--- config.mk ---
export PLATFORM = sky130hd
export DESIGN_NAME = avr_fetch_queue
export DESIGN_NICKNAME = d
export VERILOG_FILES = /design/src/rtl/avr_pkg.sv /design/src/rtl/avr_ifq_mem.sv /design/src/rtl/avr_fetch_queue.sv
export SDC_FILE = /design/constraint.sdc
export NUM_CORES = 1
export LEC_CHECK = 0
export BUFFER_PORTS_ARGS = -buffer_cell sky130_fd_sc_hd__clkbuf_2
export CAP_MARGIN = 30
export CORE_AREA = 2 2 110 139
export CTS_CLUSTER_SIZE = 25
export DETAILED_ROUTE_END_ITERATION = 8
export DIE_AREA = 0 0 112 141
export PLACE_DENSITY = 0.74
export SYNTH_ARGS = -nofsm -noshare
export SYNTH_HDL_FRONTEND = slang
export SYNTH_SLANG_ARGS = --single-unit
--- constraint.sdc ---
create_clock -name CLK -period 4.2 [get_ports CLK]
set_input_delay 0.84 -clock CLK [delete_from_list [all_inputs] [get_ports CLK]]
set_output_delay 0.84 -clock CLK [all_outputs]
set_load 0.01 [all_outputs]
--- src/rtl/avr_pkg.sv ---
// Shared AVR definitions: the NOP word and two-word opcode decoding
// (LDS, STS, JMP, CALL) used by the instruction fetch queue.
package avr_pkg;

    localparam logic [15:0] NOP = 16'h0000;

    // Mask/match pairs; x bits of each opcode pattern are cleared in the mask.
    localparam logic [15:0] LDS_MASK   = 16'hFE0F;
    localparam logic [15:0] LDS_MATCH  = 16'h9000;
    localparam logic [15:0] STS_MASK   = 16'hFE0F;
    localparam logic [15:0] STS_MATCH  = 16'h9200;
    localparam logic [15:0] JMP_MASK   = 16'hFE0E;
    localparam logic [15:0] JMP_MATCH  = 16'h940C;
    localparam logic [15:0] CALL_MASK  = 16'hFE0E;
    localparam logic [15:0] CALL_MATCH = 16'h940E;

    function automatic logic is_two_word(input logic [15:0] word);
        return ((word & LDS_MASK)  == LDS_MATCH)  ||
               ((word & STS_MASK)  == STS_MATCH)  ||
               ((word & JMP_MASK)  == JMP_MATCH)  ||
               ((word & CALL_MASK) == CALL_MATCH);
    endfunction

endpackage

--- src/rtl/avr_ifq_mem.sv ---
// Fetch-queue storage: DEPTH entries of {pc, word}, one write port and
// two combinational read ports (head and head+1).
module avr_ifq_mem
    import avr_pkg::*;
#(
    parameter int              DEPTH     = 4,
    parameter int              PC_W      = 16,
    parameter logic [PC_W-1:0] RESET_VEC = '0,
    localparam int             AW        = $clog2(DEPTH),
    localparam int             DW        = 16 + PC_W
) (
    input  logic          CLK,
    input  logic          RST,
    input  logic          we,
    input  logic [AW-1:0] waddr,
    input  logic [DW-1:0] wdata,
    input  logic [AW-1:0] raddr0,
    input  logic [AW-1:0] raddr1,
    output logic [DW-1:0] rdata0,
    output logic [DW-1:0] rdata1
);

    logic [DW-1:0] mem [DEPTH];

    // NOTE: the array is reset so the head fields read as NOP/RESET_VEC
    // straight out of reset instead of X; it is small enough to afford it.
    always_ff @(posedge CLK or negedge RST) begin
        if (!RST) begin
            for (int i = 0; i < DEPTH; i++) begin
                mem[i] <= {RESET_VEC, NOP};
            end
        end else if (we) begin
            mem[waddr] <= wdata;
        end
    end

    assign rdata0 = mem[raddr0];
    assign rdata1 = mem[raddr1];

endmodule

--- src/rtl/avr_fetch_queue.sv ---
// AVR instruction fetch queue: prefetches program words into a small FIFO and
// presents whole instructions. Define AVR_FETCH_2W_EN for two-word assembly.
module avr_fetch_queue #(
    parameter int              PC_W      = 16,
    parameter int              DEPTH     = 4,
    parameter logic [PC_W-1:0] RESET_VEC = '0
) (
    input  logic            CLK,
    input  logic            RST,
    output logic [PC_W-1:0] p_addr,
    output logic            p_rd,
    input  logic [15:0]     p_data,
    input  logic            p_valid,
    input  logic            jump_en,
    input  logic [PC_W-1:0] jump_addr,
    output logic [15:0]     instr,
    output logic [15:0]     instr2,
    output logic            instr_is32,
    output logic [PC_W-1:0] instr_pc,
    output logic            instr_valid,
    input  logic            instr_ready
);
    import avr_pkg::*;

    localparam int AW = $clog2(DEPTH);
    localparam int CW = $clog2(DEPTH + 1);
    localparam int DW = 16 + PC_W;

    logic [PC_W-1:0] fetch_pc;
    logic [PC_W-1:0] inflight_pc;
    logic            inflight;
    logic [CW-1:0]   count;
    logic [AW-1:0]   head_ptr;
    logic [AW-1:0]   tail_ptr;

    logic [DW-1:0]   head_ent;
    logic [DW-1:0]   next_ent;
    logic [15:0]     head_word;
    logic [15:0]     next_word;
    logic            head_is32;
    logic            has_one;
    logic            has_two;
    logic [CW:0]     occupancy;
    logic            push;
    logic            pop;
    logic [CW-1:0]   pop_cnt;

    assign head_word = head_ent[15:0];
    assign next_word = next_ent[15:0];

`ifdef AVR_FETCH_2W_EN
    assign head_is32 = is_two_word(head_word);
`else
    assign head_is32 = 1'b0;
`endif

    assign has_one   = (count != '0);
    assign has_two   = (count >= CW'(2));
    assign occupancy = {1'b0, count} + {{CW{1'b0}}, inflight};

    // NOTE: p_rd is gated by RST combinationally so it drops the instant reset
    // asserts; a registered gate would only fall at the next edge.
    assign p_rd   = RST && !jump_en && (occupancy < (CW + 1)'(DEPTH));
    assign p_addr = fetch_pc;

    // A word only counts if a read is outstanding, so a stray p_valid right
    // after reset or a flush can never enter the queue.
    assign push = p_valid && inflight && !jump_en;

    assign instr_valid = has_one && (!head_is32 || has_two);
    assign instr_is32  = has_one && head_is32;
    assign instr       = has_one ? head_word : NOP;
    assign instr2      = (instr_is32 && has_two) ? next_word : NOP;
    assign instr_pc    = head_ent[DW-1:16];

    assign pop = instr_valid && instr_ready && !jump_en;

    always_comb begin
        pop_cnt = '0;
        if (pop) begin
            pop_cnt = instr_is32 ? CW'(2) : CW'(1);
        end
    end

    always_ff @(posedge CLK or negedge RST) begin
        if (!RST) begin
            fetch_pc    <= RESET_VEC;
            inflight_pc <= RESET_VEC;
            inflight    <= 1'b0;
            count       <= '0;
            head_ptr    <= '0;
            tail_ptr    <= '0;
        end else if (jump_en) begin
            fetch_pc    <= jump_addr;
            inflight    <= 1'b0;
            count       <= '0;
            head_ptr    <= '0;
            tail_ptr    <= '0;
        end else begin
            // Memory answers exactly one cycle later, so at most one read is open.
            inflight <= p_rd;
            if (p_rd) begin
                inflight_pc <= fetch_pc;
                fetch_pc    <= fetch_pc + 1'b1;
            end
            if (push) begin
                tail_ptr <= tail_ptr + 1'b1;
            end
            head_ptr <= head_ptr + AW'(pop_cnt);
            count    <= count + CW'(push) - pop_cnt;
        end
    end

    avr_ifq_mem #(
        .DEPTH     (DEPTH),
        .PC_W      (PC_W),
        .RESET_VEC (RESET_VEC)
    ) u_mem (
        .CLK    (CLK),
        .RST    (RST),
        .we     (push),
        .waddr  (tail_ptr),
        .wdata  ({inflight_pc, p_data}),
        .raddr0 (head_ptr),
        .raddr1 (head_ptr + 1'b1),
        .rdata0 (head_ent),
        .rdata1 (next_ent)
    );

endmodule

==> flow_summary.json <==
{
  "ys_top_cells_by_count": "dfrtp_1, mux2_2, mux4_2",
  "final_area_um2": 9020,
  "vias": 4875,
  "period_share_pct": 76.4,
  "gr-total-overflow": 0,
  "hold_violations": 0,
  "required_ns": 3.36,
  "netlist_area_um2": 7830,
  "skew_ns": 0.00986,
  "whs_ns": 0.302,
  "viasPerCell": 5.85,
  "post_cts_buffers": 0,
  "cts.sinks": 168,
  "p_seq_share_pct": 43.1,
  "tightest_slew_ns": 0.912,
  "wl_um": 16100,
  "max_slew_margin_pct": 39.2,
  "cts_tree": "yes",
  "status": "completed",
  "layout-drive-gt1-share_pct": 47.6,
  "cts_inserted_buffers": 17,
  "yosys_warnings": 0,
  "postLayoutCoreUtil_pct": 61.6,
  "nets": 685,
  "ctsResizeCount": 0,
  "clockRootBuffer": "clkbuf_16",
  "grt_max_degree": 75,
  "yosysTopAreaCell": "dfrtp_1",
  "seqCellArea_um2": 4210,
  "core_area_um2": 14600,
  "initial_utilization_pct": 53.5,
  "die_y_um": 141,
  "p_comb_share_pct": 23.9,
  "p_int_mw": 3.67,
  "drtPass1Iterations": 4,
  "grt_usage_pct": 21.6,
  "cts_hold_buf": 0,
  "setup_ws_ns": 0.991,
  "instances_no_fill": 833,
  "finalPower_mw": 5.15,
  "power_density_nw_per_um2": 571,
  "setup_violations": 0,
  "leakage_nw": 4.32,
  "cp-end-kind": "primary output",
  "cp-start-kind": "register",
  "synth_most_common_cell": "dfrtp_1",
  "postSynth.asyncResetShare_pct": 100,
  "dpl_cell_area_um2": 8370,
  "antenna_found_initial": 0,
  "antennaDiodeCount": 0,
  "synthToLayoutAreaGrowth_pct": 15.1,
  "routabilityCongestion": 0.841,
  "die_width_um": 112,
  "period_needed_ns": 3.21,
  "yosysSeqAreaShare_pct": 53.7,
  "clk_latency_ns": 0.43,
  "cp.arrival_ns": 2.37,
  "grt_pass1_wl_um": 26600,
  "ioPinCount": 104,
  "place_inst": 801,
  "crit_fanout": 20,
  "finalSetupTns_ns": 0,
  "place_hpwl_um": 10600,
  "power.net_switching_mw": 1.48,
  "rsz0062_at_grt": "no",
  "power_frac_clock_pct": 33.1,
  "slew_violations": 0,
  "multi_input_area_um2": 3340,
  "wl_per_cell_um": 19.4,
  "clk_pin_slew_ns": 0.06,
  "critPathKind": "register to primary output",
  "syn_avg_cell_area_um2": 14.1,
  "drt_iter0_drc": 208,
  "numPortBuffers": 86,
  "rows": 50,
  "synth-edff-count": 0,
  "pre_cts_ws_ns": 1.09,
  "syn_inst": 554,
  "die-area_um2": 15800,
  "maxCapViolCount": 0,
  "h-tree-depth": 4,
  "ys.flop_type": "dfrtp_1",
  "ys_ff_latch": 168,
  "drc": 0,
  "synthTopCellsByArea": "dfrtp_1, mux2_2, mux4_2",
  "clock.fmax_ghz": 0.312,
  "ys_types": 41,
  "crit_start": "head_ptr[0]",
  "p_sw_share_pct": 28.7,
  "min_path_type": "primary input to asynchronous set/reset pin",
  "cts_max_path_buffers": 2,
  "grt_pass1_vias": 5110,
  "synth_top_area_share_pct": 53.7,
  "peakVddDrop_uv": 432,
  "fillers": 1097,
  "ant_nets": 0,
  "r2r_start": "count[1]"
}
-- final timing paths --
check / slack, ns / endpoint / cells after the start
max in group asynchronous: 2.59 / head_ptr[0] / 2
hold / removal: 0.30 / u_mem.mem[102] / 1
min in group CLK: 0.50 / u_mem.mem[41] / 1
setup reg to reg: 1.88 / count[2] / 10
setup / recovery: 0.99 / instr[1] / 4
hold reg to reg: 0.50 / u_mem.mem[41] / 1
-- critical path: stages (launching register included) --
cell and delay [ns]:
dfrtp_2 0.82, buf_4 0.33, mux4_2 0.51, nor2b_1 0.14
clkbuf_2 0.13
-- area by class of cell --
class | instances | share of cell area [%]
Timing Repair Buffer | 98 | 5.84
Clock buffer | 17 | 4.72
Inverter | 19 | 0.791
Tap cell | 182 | 2.52
Clock inverter | 15 | 2.50
Sequential cell | 168 | 46.6
Multi-Input combinational cell | 334 | 37.0
-- power groups by stage --
stage | registers [mW] | logic (mW) | clock network, mW
final | 2.22 | 1.23 | 1.71
after global routing | 2.27 | 1.34 | 1.79
after CTS | 2.22 | 1.25 | 1.73
after detailed placement | 2.25 | 1.24 | 0
after global placement | 2.21 | 1.20 | 0
after floorplan | 2.13 | 0.883 | 0
-- routing by layer --
layer / global-route usage, % / share of wire, %
met3: 5.37 / 4.4
met4: 8.15 / 2.2
met1: 27.4 / 42
met2: 36.3 / 51
met5: 0 / 0
-- flip-flops by register name, summed over array words and instances (netlist names) --
| name | count |
|---|---|
| p_addr | 16 |
| inflight_pc | 16 |
| head_ptr | 2 |
| inflight | 1 |
| tail_ptr | 2 |
| count | 3 |
| u_mem.mem | 128 |
-- cells in the final DEF (no fill, tap or decap), types with 2 or more instances in the layout --
cell / instances
and3_1: 3
nand3b_1: 2
mux2_1: 9
nor3_1: 4
xnor2_1: 3
or3_1: 2
clkbuf_16: 17
buf_4: 12
a31oi_1: 12
o21ai_0: 4
ha_1: 9
conb_1: 17
clkinvlp_4: 4
clkinv_4: 2
nor2_1: 23
nand3_1: 5
dfrtp_1: 167
mux4_2: 32
clkinv_2: 2
inv_6: 2
nand4_1: 14
mux2_2: 135
nand4b_1: 2
nor2b_1: 18
clkbuf_2: 85
bufinv_16: 5
nand2_1: 14
and4_1: 2
inv_1: 18
a31o_2: 9
-- kinds of logic (layout without fill, tap and decap cells) --
family          count (synthesis)  count (layout)  synth area share (%)
other cells                     1              17                0.0479
fa+ha+maj                      10              10                  1.69
mux                           177             177                  30.0
buf+inv                        68             149                  4.57
xor+xnor                        4               4                 0.447
flops                         168             168                  53.7
simple gates                   93              93                  6.44
compound gates                 33              33                  3.11
No activity file was read; power rests on OpenSTA's default activity.
